### src/rtl/card_auth_arbiter.sv
// Two-requester arbiter in front of one shared card validator.
// Owner selection alternates on ties, with per-requester re-arm on REQ release.
module card_auth_arbiter #(
    parameter int TIMEOUT_CYC = 8
) (
    input  logic       CLK,
    input  logic       RESET,
    input  logic [1:0] REQ,
    input  logic [2:0] COST_A,
    input  logic [2:0] COST_B,
    input  logic       AUTH_OK,
    input  logic       AUTH_FAIL,
    output logic       AUTH_REQ,
    output logic [2:0] AUTH_COST,
    output logic [1:0] GRANT,
    output logic [1:0] VALID_TRAN,
    output logic [1:0] FAILED_TRAN,
    output logic       BUSY
);

    localparam int TW = $clog2(TIMEOUT_CYC + 1);
    localparam logic [TW-1:0] TIMER_LAST = TW'(TIMEOUT_CYC - 1);

    typedef enum logic [1:0] {
        S_IDLE = 2'd0,
        S_WAIT = 2'd1,
        S_DONE = 2'd2
    } state_t;

    state_t        r_state,     w_state_nxt;
    logic          r_owner,     w_owner_nxt;
    logic          r_last,      w_last_nxt;
    logic [1:0]    r_armed,     w_armed_nxt;
    logic [TW-1:0] r_timer,     w_timer_nxt;
    logic          r_auth_req,  w_auth_req_nxt;
    logic [2:0]    r_auth_cost, w_auth_cost_nxt;
    logic [1:0]    r_grant,     w_grant_nxt;
    logic [1:0]    r_valid,     w_valid_nxt;
    logic [1:0]    r_failed,    w_failed_nxt;

    logic [1:0]    w_elig;
    logic          w_win;
    logic [1:0]    w_win_oh;
    logic [2:0]    w_win_cost;
    logic [1:0]    w_owner_oh;

    // Winner selection and next-state / next-output computation
    always_comb begin
        w_state_nxt     = r_state;
        w_owner_nxt     = r_owner;
        w_last_nxt      = r_last;
        w_armed_nxt     = r_armed | ~REQ;
        w_timer_nxt     = r_timer;
        w_auth_req_nxt  = r_auth_req;
        w_auth_cost_nxt = r_auth_cost;
        w_grant_nxt     = r_grant;
        w_valid_nxt     = 2'b00;
        w_failed_nxt    = 2'b00;

        w_elig = REQ & r_armed;
        // r_last is 1 when B was served last, so a tie goes to the other side
        if (w_elig == 2'b11) begin
            w_win = ~r_last;
        end else begin
            w_win = w_elig[1];
        end
        w_win_oh   = w_win   ? 2'b10 : 2'b01;
        w_win_cost = w_win   ? COST_B : COST_A;
        w_owner_oh = r_owner ? 2'b10 : 2'b01;

        case (r_state)
            S_IDLE: begin
                if (w_elig != 2'b00) begin
                    w_armed_nxt = w_armed_nxt & ~w_win_oh;
                    if (w_win_cost == 3'd0) begin
                        w_failed_nxt = w_win_oh;
                    end else begin
                        w_state_nxt     = S_WAIT;
                        w_owner_nxt     = w_win;
                        w_auth_req_nxt  = 1'b1;
                        w_auth_cost_nxt = w_win_cost;
                        w_grant_nxt     = w_win_oh;
                        w_timer_nxt     = '0;
                    end
                end else begin
                    w_state_nxt = S_IDLE;
                end
            end
            S_WAIT: begin
                if (AUTH_FAIL || AUTH_OK || !REQ[r_owner] || (r_timer == TIMER_LAST)) begin
                    w_state_nxt     = S_DONE;
                    w_auth_req_nxt  = 1'b0;
                    w_auth_cost_nxt = 3'd0;
                    w_grant_nxt     = 2'b00;
                    // a response wins over an abort in the same cycle
                    if (AUTH_FAIL) begin
                        w_failed_nxt = w_owner_oh;
                    end else if (AUTH_OK) begin
                        w_valid_nxt = w_owner_oh;
                    end else if (REQ[r_owner]) begin
                        w_failed_nxt = w_owner_oh;
                    end else begin
                        w_failed_nxt = 2'b00;
                    end
                end else begin
                    w_timer_nxt = r_timer + TW'(1);
                end
            end
            S_DONE: begin
                w_last_nxt  = r_owner;
                w_state_nxt = S_IDLE;
            end
            default: begin
                w_state_nxt     = S_IDLE;
                w_auth_req_nxt  = 1'b0;
                w_auth_cost_nxt = 3'd0;
                w_grant_nxt     = 2'b00;
            end
        endcase
    end

    // State and output registers with synchronous reset
    always_ff @(posedge CLK) begin
        if (RESET) begin
            r_state     <= S_IDLE;
            r_owner     <= 1'b0;
            r_last      <= 1'b1;
            r_armed     <= 2'b00;
            r_timer     <= '0;
            r_auth_req  <= 1'b0;
            r_auth_cost <= 3'd0;
            r_grant     <= 2'b00;
            r_valid     <= 2'b00;
            r_failed    <= 2'b00;
        end else begin
            r_state     <= w_state_nxt;
            r_owner     <= w_owner_nxt;
            r_last      <= w_last_nxt;
            r_armed     <= w_armed_nxt;
            r_timer     <= w_timer_nxt;
            r_auth_req  <= w_auth_req_nxt;
            r_auth_cost <= w_auth_cost_nxt;
            r_grant     <= w_grant_nxt;
            r_valid     <= w_valid_nxt;
            r_failed    <= w_failed_nxt;
        end
    end

    assign AUTH_REQ    = r_auth_req;
    assign AUTH_COST   = r_auth_cost;
    assign GRANT       = r_grant;
    assign VALID_TRAN  = r_valid;
    assign FAILED_TRAN = r_failed;
    assign BUSY        = (r_state != S_IDLE);

endmodule

### config.mk
export PLATFORM = sky130hd
export DESIGN_NAME = card_auth_arbiter
export DESIGN_NICKNAME = d
export VERILOG_FILES = /design/src/rtl/card_auth_arbiter.sv
export SDC_FILE = /design/constraint.sdc
export NUM_CORES = 1
export LEC_CHECK = 0
export ABC_CLOCK_PERIOD_IN_PS = 4300
export CAP_MARGIN = 15
export CORE_MARGIN = 3
export CORE_UTILIZATION = 51
export CTS_CLUSTER_DIAMETER = 50
export CTS_CLUSTER_SIZE = 12
export DETAILED_ROUTE_END_ITERATION = 10
export GPL_TIMING_DRIVEN = 1
export PLACE_DENSITY = 0.87
export RECOVER_POWER = 25
export SYNTH_ARGS = -nofsm -noshare
export SYNTH_HDL_FRONTEND = slang
export SYNTH_SLANG_ARGS = --single-unit
### constraint.sdc
create_clock -name CLK -period 4.3 [get_ports CLK]
set_input_delay 0.43 -clock CLK [delete_from_list [all_inputs] [get_ports CLK]]
set_output_delay 0.43 -clock CLK [all_outputs]
set_load 0.1 [all_outputs]
After elaboration in Yosys (flattened, before gate mapping)
Index checks and enable logic that the tools add are counted.

storage, ports and cells
  register bits = 20

operators by class
  equality and inequality tests = 9
  bitwise gates (word level) = 11
  multiplexer cells = 35
  order comparisons = 1
  add/sub/neg operators = 1
  reduce and logical (&&, ||, !) cells = 14

operators by type and width
  operator                                              count
  two-way mux 2 bit                                     16
  two-way mux 3 bit                                     4
  two-way mux 4 bit                                     3
  case mux 3 bit (3 select lines)                       1
  != test 2 bit (second input constant)                 4
  case mux 2 bit (2 select lines)                       2
  case mux 4 bit (2 select lines)                       1
  AND reduction 4 bit                                   2
  two-way mux 1 bit                                     6
  inverter 1 bit                                        6
  case mux 2 bit (3 select lines)                       1
  nonzero test 2 bit                                    3
  OR reduction 5 bit                                    1
  adder 4 x 1 -> 4 bit (second input constant)          1
  bitwise AND 2 bit                                     2
  equality test 2 bit (second input constant)           2
  equality test 4 x 3 -> 1 bit (second input constant)  1
  inverter 2 bit                                        2
  zero test 3 bit                                       1
  logical OR 1 bit                                      3
  != test 3 bit (second input constant)                 1
  case mux 1 bit (3 select lines)                       1
  AND reduction 3 bit                                   1
  equality test 2 x 1 -> 1 bit (second input constant)  1
  other kinds (5)                                       5

Longest topological paths before layout
Gate-level depths: netlist of run 1.

  depth in word-level cells = 8
  gate-level depth with buffers = 6
  mapped depth without buffers = 6

Worst setup path before layout of run 1
OpenSTA, ideal clock, no wires.

  path type = reg-to-reg
  from = register r_state[0]
  to = register r_owner
  slack = 2.485 ns
  library setup time = 0.116 ns
  stages on the path, launching flop included = 5
  path buffers = 0
  data required time = 4.184 ns
  period minus slack after synthesis = 1.815 ns
  data arrival time = 1.699 ns
  cells stage by stage = dfxtp_1 -> nor2_1 -> inv_1 -> a2111o_1 -> a31o_2

on the way
  longest elaborated chain between the ends = 2

RTL lines
  item                           line  text
  start, declared                30    state_t r_state, w_state_nxt;
  start signal, assigned         136   r_state <= w_state_nxt;
  zero test 2 bit                71    case (r_state)
  AND reduction 3 bit (no line)  n/a
  end signal, assigned           137   r_owner <= w_owner_nxt;
  end, declared                  31    logic r_owner, w_owner_nxt;

No other way between the ends.
A chain may end at the register's enable or synchronous reset.

Worst setup path after layout of run 1
  from = register r_state[1]
  to = output port BUSY

on the way
  longest elaborated chain between the ends = 1

RTL lines
  item                line  text
  nonzero test 2 bit  154   assign BUSY = (r_state != S_IDLE);
  end, declared       18    output logic BUSY

No other way between the ends.

==> impl_metrics.ini, run 1 <==
[job]
maxCapViolations = 0

[pwr]
internal_power_mw = 0.3235
seq_power_share = 0.434
p_leak_nw = 0.4645
vdd_drop_max_v = 0.0002512
power_mw = 0.4690
power-per-cell-area_mw_per_mm2 = 382.5
p_clk_frac = 0.321
p_sw_frac = 0.3101
comb_power_share = 0.245
p_sw_mw = 0.1454

[routing]
vias = 884
ant_nets = 0
drt_iter0_markers = 27
drc_errors = 0
routed_wl_um = 2252
wl_per_cell_um = 14.91
vias_per_cell = 5.854
first_pass_iters = 4

[die]
std_cell_rows = 14
core_area_sq_mm = 0.001612
die_y_um = 48.73
dieArea_sq_mm = 0.002374
start_util = 0.5776
num_io_pins = 23
fp.dieW_um = 48.73

[timing]
finalCriticalPeriod_ns = 2.661
hold_ws_ns = 0.4763
tns_ns = 0
setup_viol = 0
rsz0062_at_grt = no
finalHoldViolCount = 0
slew_headroom = 0.3491
finalCritPeriodShare = 0.6189
slew_viol_final = 0
skew_ns = 0.007275
tightestPinTransition_ns = 0.9733
max_freq_mhz = 375.7

[final_layout]
multi_input_area_sq_um = 496.7
antennaDiodeCount = 0
regArea_sq_um = 400.4
fillers = 127
area.growth.synth_to_final_pct = 31.72
nets = 141
layout-drive-gt1-share = 0.06299
utilization = 0.7609
final_cell_mix = 20 x dfxtp_1, 20 x clkdlybuf4s50_1, 9 x a21oi_1

[global_route]
top_usage_layer = met2
grtUsageMet3 = 0.07055
antenna_found_initial = 0
grt_util_met1 = 0.2410
grt_pass1_wl_um = 3960
met2_usage = 0.3507
grt_max_degree = 18
grt_pass1_vias = 925
grt_overflow = 0
track_usage = 0.2093

[clock_network]
cts_root_buf = clkbuf_4
cts_sinks = 20
tritoncts = built
clk_path_buf_depth = 2
cts_buffers = 3
cts_max_level = 1
postCtsSetupBuffers = 0
clk_latency_ns = 0.30
postCtsHoldBufs = 0
ctsResizeCount = 0
clk_pin_slew_ns = 0.11

[critical_path]
crit_arrival_ns = 2.23
path_class = register to primary output
worstPathRequired_ns = 3.87
reg2regPathDepth = 6
path_max_fanout = 8
cp-end-kind = primary output
crit_path_start_kind = register

[yosys]
synth_nets = 116
avgSynthCellArea_sq_um = 9.038
ys_seq_elements = 20
seq_area_frac_synth = 0.4301
yosysWarnings = 0
synth_area_sq_um = 930.9
ys_types = 32
synthCells = 103

[placement]
place_hpwl_um = 1629
port_buffers = 22
gp_congestion = 0.8953

[run_status]
status = complete, no violations

[hold_path]
hold_path.class = register to register
hold_depth = 2
==> power by group through the flow <==
stage / Clock [mW] / Sequential, mW / Combinational [mW]
3_5_place_dp: 0 / 0.207 / 0.114
6_report: 0.151 / 0.203 / 0.115
5_1_grt: 0.162 / 0.205 / 0.121
3_3_place_gp: 0 / 0.206 / 0.113
2_1_floorplan: 0 / 0.246 / 0.0402
4_1_cts: 0.154 / 0.203 / 0.115
==> area by class of cell <==
class,count,area share
Timing Repair Buffer,22,0.1796
Clock buffer,3,0.01837
Multi-Input combinational cell,74,0.4051
Inverter,7,0.02143
Clock inverter,1,0.02449
Sequential cell,20,0.3265
Tap cell,24,0.02449
==> synthesized netlist by cell type (all sizes together) <==
cell / count / area, sq um
dfxtp: 20 / 400.4
a21oi: 10 / 53.80
inv: 7 / 26.28
nand2: 7 / 26.28
nor2: 6 / 22.52
mux2i: 5 / 50.05
nand3b: 5 / 37.54
nor3: 5 / 25.02
a31oi: 3 / 18.77
nand3: 3 / 15.01
o2bb2ai: 3 / 26.28
a21o: 2 / 15.01
a221oi: 2 / 17.52
and3b: 2 / 17.52
and4b: 2 / 20.02
clkbuf: 2 / 7.510
nand2b: 2 / 12.51
nor4: 2 / 12.51
nor4b: 2 / 17.52
or3: 2 / 12.51
a2111o: 1 / 11.26
a211o: 1 / 8.760
a211oi: 1 / 7.510
a22oi: 1 / 7.510
a31o: 1 / 8.760
ha: 1 / 12.51
nor2b: 1 / 6.260
o21ai: 1 / 5.000
o41ai: 1 / 8.760
or3b: 1 / 8.760
or4: 1 / 11.26
==> registers in the layout, summed over array words and instances, names as in the netlist <==
signal,flops
GRANT,2
r_last,1
AUTH_COST,3
r_timer,4
FAILED_TRAN,2
AUTH_REQ,1
r_owner,1
r_armed,2
VALID_TRAN,2
r_state,2
==> through the flow <==
step / std cells / setup slack, ns / cell area, sq um
floorplan: 103 / 2.485 / 930.9
global route: 151 / 1.573 / 1226
detailed placement: 147 / 1.888 / 1174
finish: 151 / 1.639 / 1226
global placement: 147 / 1.944 / 1174
CTS: 151 / 1.661 / 1226
==> final timing paths <==
check | from | to | slack [ns]
max | r_state[1]$_SDFFE_PP0P_ | BUSY | 1.64
min | AUTH_REQ$_SDFFE_PP0P_ | AUTH_REQ$_SDFFE_PP0P_ | 0.48
max reg2reg | r_timer[0]$_SDFFE_PP0P_ | AUTH_COST[1]$_SDFFE_PP0P_ | 2.33
min reg2reg | AUTH_REQ$_SDFFE_PP0P_ | AUTH_REQ$_SDFFE_PP0P_ | 0.48
==> routing by layer <==
metal / up-vias / routed length (um)
met5: - / 0
met4: 0 / 36
met3: 6 / 148
met2: 32 / 1115
met1: 409 / 952
li1: 437 / -
==> logic make-up (layout without fill, tap and decap cells) <==
family                     after synthesis  in the layout  share of synthesized area
adders and majority gates                1              1                    0.01344
AOI/OAI and AO/OA                       27             27                     0.2030
buffers and inverters                    9             33                    0.03630
muxes                                    5              5                    0.05377
DFF                                     20             20                     0.4301
and+or+nand+nor                         41             41                     0.2634
==> worst max-delay path, cell delays in order (launching register included) <==
cell and delay [ns]:
dfxtp_1 0.49, nor2_1 0.13, inv_1 0.15, clkdlybuf4s50_1 1.16
(Power assumes the default switching activity.)
==> run 2, diff against run 1 <==
- ABC_CLOCK_PERIOD_IN_PS: 4300 -> 2200
- CORE_ASPECT_RATIO: not set -> 0.6
- CORE_UTILIZATION: 51 -> 42
- PLACE_DENSITY: 0.87 -> 0.77
- clock period: 4.3 -> 2.2 ns (I/O delays scaled with it)
==> impl_metrics.ini, run 2 (synthesis gave the netlist of run 1 again) <==
[critical_path]
cp-startpoint = r_timer[0]$_SDFFE_PP0P_
worstPathRequired_ns = 2.31
r2r_start = r_timer[0]$_SDFFE_PP0P_
crit_path_start_kind = register
path_class = register to register
cp-end-kind = register
crit_arrival_ns = 1.99
path_max_fanout = 7

[timing]
rsz0062_at_grt = no
tightestPinTransition_ns = 1.178
setup_viol = 0
max_freq_mhz = 532.1
slew_headroom = 0.2182
tns_ns = 0
finalCritPeriodShare = 0.8542
finalHoldViolCount = 0
slew_viol_final = 0
finalCriticalPeriod_ns = 1.879
skew_ns = 0.007235

[pwr]
power-per-cell-area_mw_per_mm2 = 710.6
p_clk_frac = 0.274
p_sw_mw = 0.2845
p_leak_nw = 0.4683
vdd_drop_max_v = 0.0004236
comb_power_share = 0.259
power_mw = 0.8500
seq_power_share = 0.467
internal_power_mw = 0.5655
p_sw_frac = 0.3347

[global_route]
grt_overflow = 0
grt_max_degree = 15
grt_pass1_wl_um = 3739
antenna_found_initial = 0
track_usage = 0.1725
grt_pass1_vias = 768

[routing]
drt_iter0_markers = 55
first_pass_iters = 6
route.met2.wl_um = 882
wl_per_cell_um = 14.24
wl_met1_um = 1191
highest_layer = met4
wl_met3_um = 158
vias_per_cell = 5.570
vias = 880
drc_errors = 0
ant_nets = 0
routed_wl_um = 2250

[die]
die_y_um = 42.47
num_io_pins = 23
core_area_sq_mm = 0.001967
dieArea_sq_mm = 0.002836
start_util = 0.4733
fp.dieW_um = 66.78
std_cell_rows = 12

[final_layout]
final_common_cell = dfxtp_1
final_cell_mix = 20 x dfxtp_1, 11 x clkdlybuf4s50_1, 9 x a21oi_1
regArea_sq_um = 400.4
area.growth.synth_to_final_pct = 28.49
largest_reg_flops = 4
layout-drive-gt1-share = 0.1154
nets = 145
fillers = 172
multi_input_area_sq_um = 496.7
antennaDiodeCount = 0
top_register = r_timer

[clock_network]
clk_pin_slew_ns = 0.06
cts_buffers = 3
cts_sinks = 20
cts_root_buf = clkbuf_8
postCtsHoldBufs = 0
clk_latency_ns = 0.25
postCtsSetupBuffers = 0
tritoncts = built
ctsResizeCount = 0
cts_max_level = 1
clk_path_buf_depth = 2

[job]
maxCapViolations = 0

[placement]
place_hpwl_um = 1751
port_buffers = 22
gp_congestion = 0.8428

[hold_path]
hold_path.class = register to register
hold_path_startpoint = GRANT[1]$_SDFFE_PP0P_

[run_status]
status = complete, no violations
run 2: cell types whose count changed in the layout (fill, tap and decap cells not counted), sizes merged:
cell	change
dlygate4sd3	-2
clkdlybuf4s50	-9
clkbuf	+7
buf	+8
bufinv	-1
run 2: worst paths after layout:
kind / slack (ns) / to / cells after the start
setup / recovery: 0.32 / r_timer[1]$_SDFFE_PP0P_ / 6
hold / removal: 0.45 / GRANT[1]$_SDFFE_PP0P_ / 1
hold reg to reg: 0.45 / GRANT[1]$_SDFFE_PP0P_ / 1
setup reg to reg: 0.32 / r_timer[1]$_SDFFE_PP0P_ / 6
run 2: power groups by stage:
stage | registers [mW] | clock network, mW | logic, mW
floorplan | 0.481 | 0 | 0.0785
global placement | 0.404 | 0 | 0.224
detailed placement | 0.405 | 0 | 0.224
CTS | 0.396 | 0.240 | 0.224
global route | 0.399 | 0.253 | 0.233
finish | 0.397 | 0.233 | 0.220
run 2: cell type report:
| type | instances | area share |
|---|---|---|
| multi-input cells | 74 | 0.4153 |
| flip-flops and latches | 20 | 0.3347 |
| repair buffers | 26 | 0.1642 |
| clock buffers | 3 | 0.03452 |
| well taps | 28 | 0.02929 |
| inverters | 7 | 0.02197 |
run 2: through the flow:
| step | setup slack (ns) | hold WS, ns | utilization | cells | instance area (sq um) |
|---|---|---|---|---|---|
| 2_1_floorplan | 0.3851 | 0.2973 | - | 103 | 930.9 |
| 3_3_place_gp | 0.1446 | 0.4420 | 0.6005 | 155 | 1181 |
| 3_5_place_dp | 0.1055 | 0.4410 | 0.6005 | 155 | 1181 |
| 4_1_cts | 0.3376 | 0.4572 | 0.6215 | 158 | 1222 |
| 5_1_grt | 0.2086 | 0.4836 | 0.6081 | 158 | 1196 |
| 6_report | 0.3207 | 0.4527 | 0.6081 | 158 | 1196 |
run 2: critical path, stage by stage (launching register included):
cell and delay (ns):
dfxtp_1 0.33, ha_1 0.23, and3b_1 0.18, or4_4 0.44, nor2_1 0.32, nand3b_1 0.16
a21oi_1 0.08
run 2: per-layer routing:
layer  GRT usage  vias up
met4     0.03644        0
met1      0.2576      407
met3     0.05898        2
met2      0.2343       28
li1            -      443
met5           0        -
==> run 3, diff against run 2 <==
- GPL_TIMING_DRIVEN: 1 -> 0
==> impl_metrics.ini, run 3 (synthesis gave the netlist of run 1 again) <==
[run_status]
status = complete, no violations

[die]
num_io_pins = 23
std_cell_rows = 12
dieArea_sq_mm = 0.002836
core_area_sq_mm = 0.001967
fp.dieW_um = 66.78
start_util = 0.4733
die_y_um = 42.47

[placement]
dp_slack_ns = -0.1408
gp_congestion = 0.7971
port_buffers = 21
place_hpwl_um = 1713

[final_layout]
nets = 142
antennaDiodeCount = 0
layout-drive-gt1-share = 0.07813
top_register = r_timer
final_common_cell = dfxtp_1
largest_reg_flops = 4
final_cell_mix = 20 x dfxtp_1, 19 x clkdlybuf4s50_1, 9 x a21oi_1
area.growth.synth_to_final_pct = 32.39

[critical_path]
reg2regPathDepth = 6
cp_cell_sequence = dlygate4sd3_1 > mux2i_1 > nor4_2 > a211oi_1 > a21oi_1 > o2bb2ai_1
r2r_setup_slack_ns = 0.24
endpoint = AUTH_COST[2]$_SDFFE_PP0P_
crit_arrival_ns = 2.20
path_max_fanout = 5
cp_slowest_stage_delay_ns = 0.63
r2r_start = r_timer[0]$_SDFFE_PP0P_
cp_num_buf_inv = 1
crit_path_start_kind = input pin
cpMaxStageDelayCell = dlygate4sd3_1
critPathTopFamily = compound AO/OA/AOI/OAI gates
cp-startpoint = REQ[0]
crit_cells = 6
path_class = input pin to register
r2r_end = AUTH_COST[2]$_SDFFE_PP0P_
worstPathRequired_ns = 2.38
cp-end-kind = register

[timing]
setup_viol = 0
slew_viol_final = 0
max_freq_mhz = 496.3
setup_slack_ns = 0.1850
finalHoldViolCount = 0
tns_ns = 0
finalCriticalPeriod_ns = 2.015
slew_headroom = 0.3488
rsz0062_at_grt = no
tightestPinTransition_ns = 0.9738
finalCritPeriodShare = 0.9159
skew_ns = 0.004722

[clock_network]
postCtsSetupBuffers = 0
tritoncts = built
postCtsHoldBufs = 0
cts_max_level = 1
clk_latency_ns = 0.26
cts_root_buf = clkbuf_8
cts_buffers = 3
clk_path_buf_depth = 2
clk_pin_slew_ns = 0.07
cts_sinks = 20

[job]
maxCapViolations = 0

[routing]
vias = 884
vias_per_cell = 5.667
ant_nets = 0
first_pass_iters = 4
drt_iter0_markers = 55
wl_per_cell_um = 14.84
routed_wl_um = 2315
drc_errors = 0

[pwr]
power-per-cell-area_mw_per_mm2 = 726.9
vdd_drop_max_v = 0.0004736
p_leak_nw = 0.4652

[hold_path]
hold_path.class = input pin to register

[global_route]
grt_max_degree = 12
antenna_found_initial = 0
grt_pass1_vias = 784
grt_overflow = 0
grt_pass1_wl_um = 3581
track_usage = 0.1675
==> run 3: changes by cell type in the layout (fill, tap and decap cells not counted), sizes merged <==
cell           change
buf                -8
clkdlybuf4s50      +8
clkbuf             -3
dlygate4sd3        +1
==> run 3: power breakdown <==
group / internal [mW] / switching, mW
Clock: 0.159 / 0.115
Sequential: 0.381 / 0.0167
Combinational: 0.0651 / 0.159
==> run 3: worst min path at each step <==
stage | startpoint | end | slack, ns | depth (start not counted)
after floorplan | AUTH_FAIL | VALID_TRAN[0]$_SDFF_PP0_ | 0.30 | 1
after global placement | GRANT[1]$_SDFFE_PP0P_ | GRANT[1]$_SDFFE_PP0P_ | 0.44 | 1
after detailed placement | GRANT[1]$_SDFFE_PP0P_ | GRANT[1]$_SDFFE_PP0P_ | 0.44 | 1
after CTS | RESET | r_last$_SDFFE_PP1N_ | 0.39 | 3
after global routing | RESET | r_armed[0]$_SDFF_PP0_ | 0.42 | 2
final | RESET | r_last$_SDFFE_PP1N_ | 0.41 | 3
==> run 3: repair_timing <==
action / 4_1_cts / 5_1_grt
setup endpoints to repair: 1 / 5
hold endpoints to repair: 0 / 0
gates resized for setup: 1 / 3
==> run 3: final cells by class <==
class | count | area [sq um]
well taps | 28 | 35.03
repair buffers | 21 | 205.2
inverters | 7 | 26.28
fillers | 174 | 734.5
clock buffers | 4 | 55.05
plain buffers | 2 | 7.507
multi-input cells | 74 | 503.0
flip-flops and latches | 20 | 400.4
==> run 3: metal layers <==
| layer | routed length, um | GRT usage | vias up | share of wire |
|---|---|---|---|---|
| met2 | 972 | 0.2402 | 31 | 0.42 |
| met3 | 153 | 0.05898 | 2 | 0.066 |
| met4 | 24 | 0.04858 | 0 | 0.010 |
| met5 | 0 | 0 | - | 0 |
| met1 | 1164 | 0.2335 | 414 | 0.50 |
| li1 | - | - | 437 | - |
==> run 3: metrics by stage <==
step / power [mW] / hold WS [ns] / area (sq um) / util / std cells
after global placement: 0.6247 / 0.4375 / 1176 / 0.5980 / 152
after global routing: 0.9357 / 0.4179 / 1232 / 0.6266 / 156
after CTS: 0.9071 / 0.3907 / 1230 / 0.6253 / 156
after floorplan: 0.5597 / 0.2973 / 930.9 / - / 103
final: 0.8959 / 0.4148 / 1232 / 0.6266 / 156
after detailed placement: 0.6274 / 0.4384 / 1176 / 0.5980 / 152
==> run 3: tightest hold or removal path: stages <==
cell	delay (ns)
clkbuf_1	0.19
inv_1	0.15
nand2_1	0.05
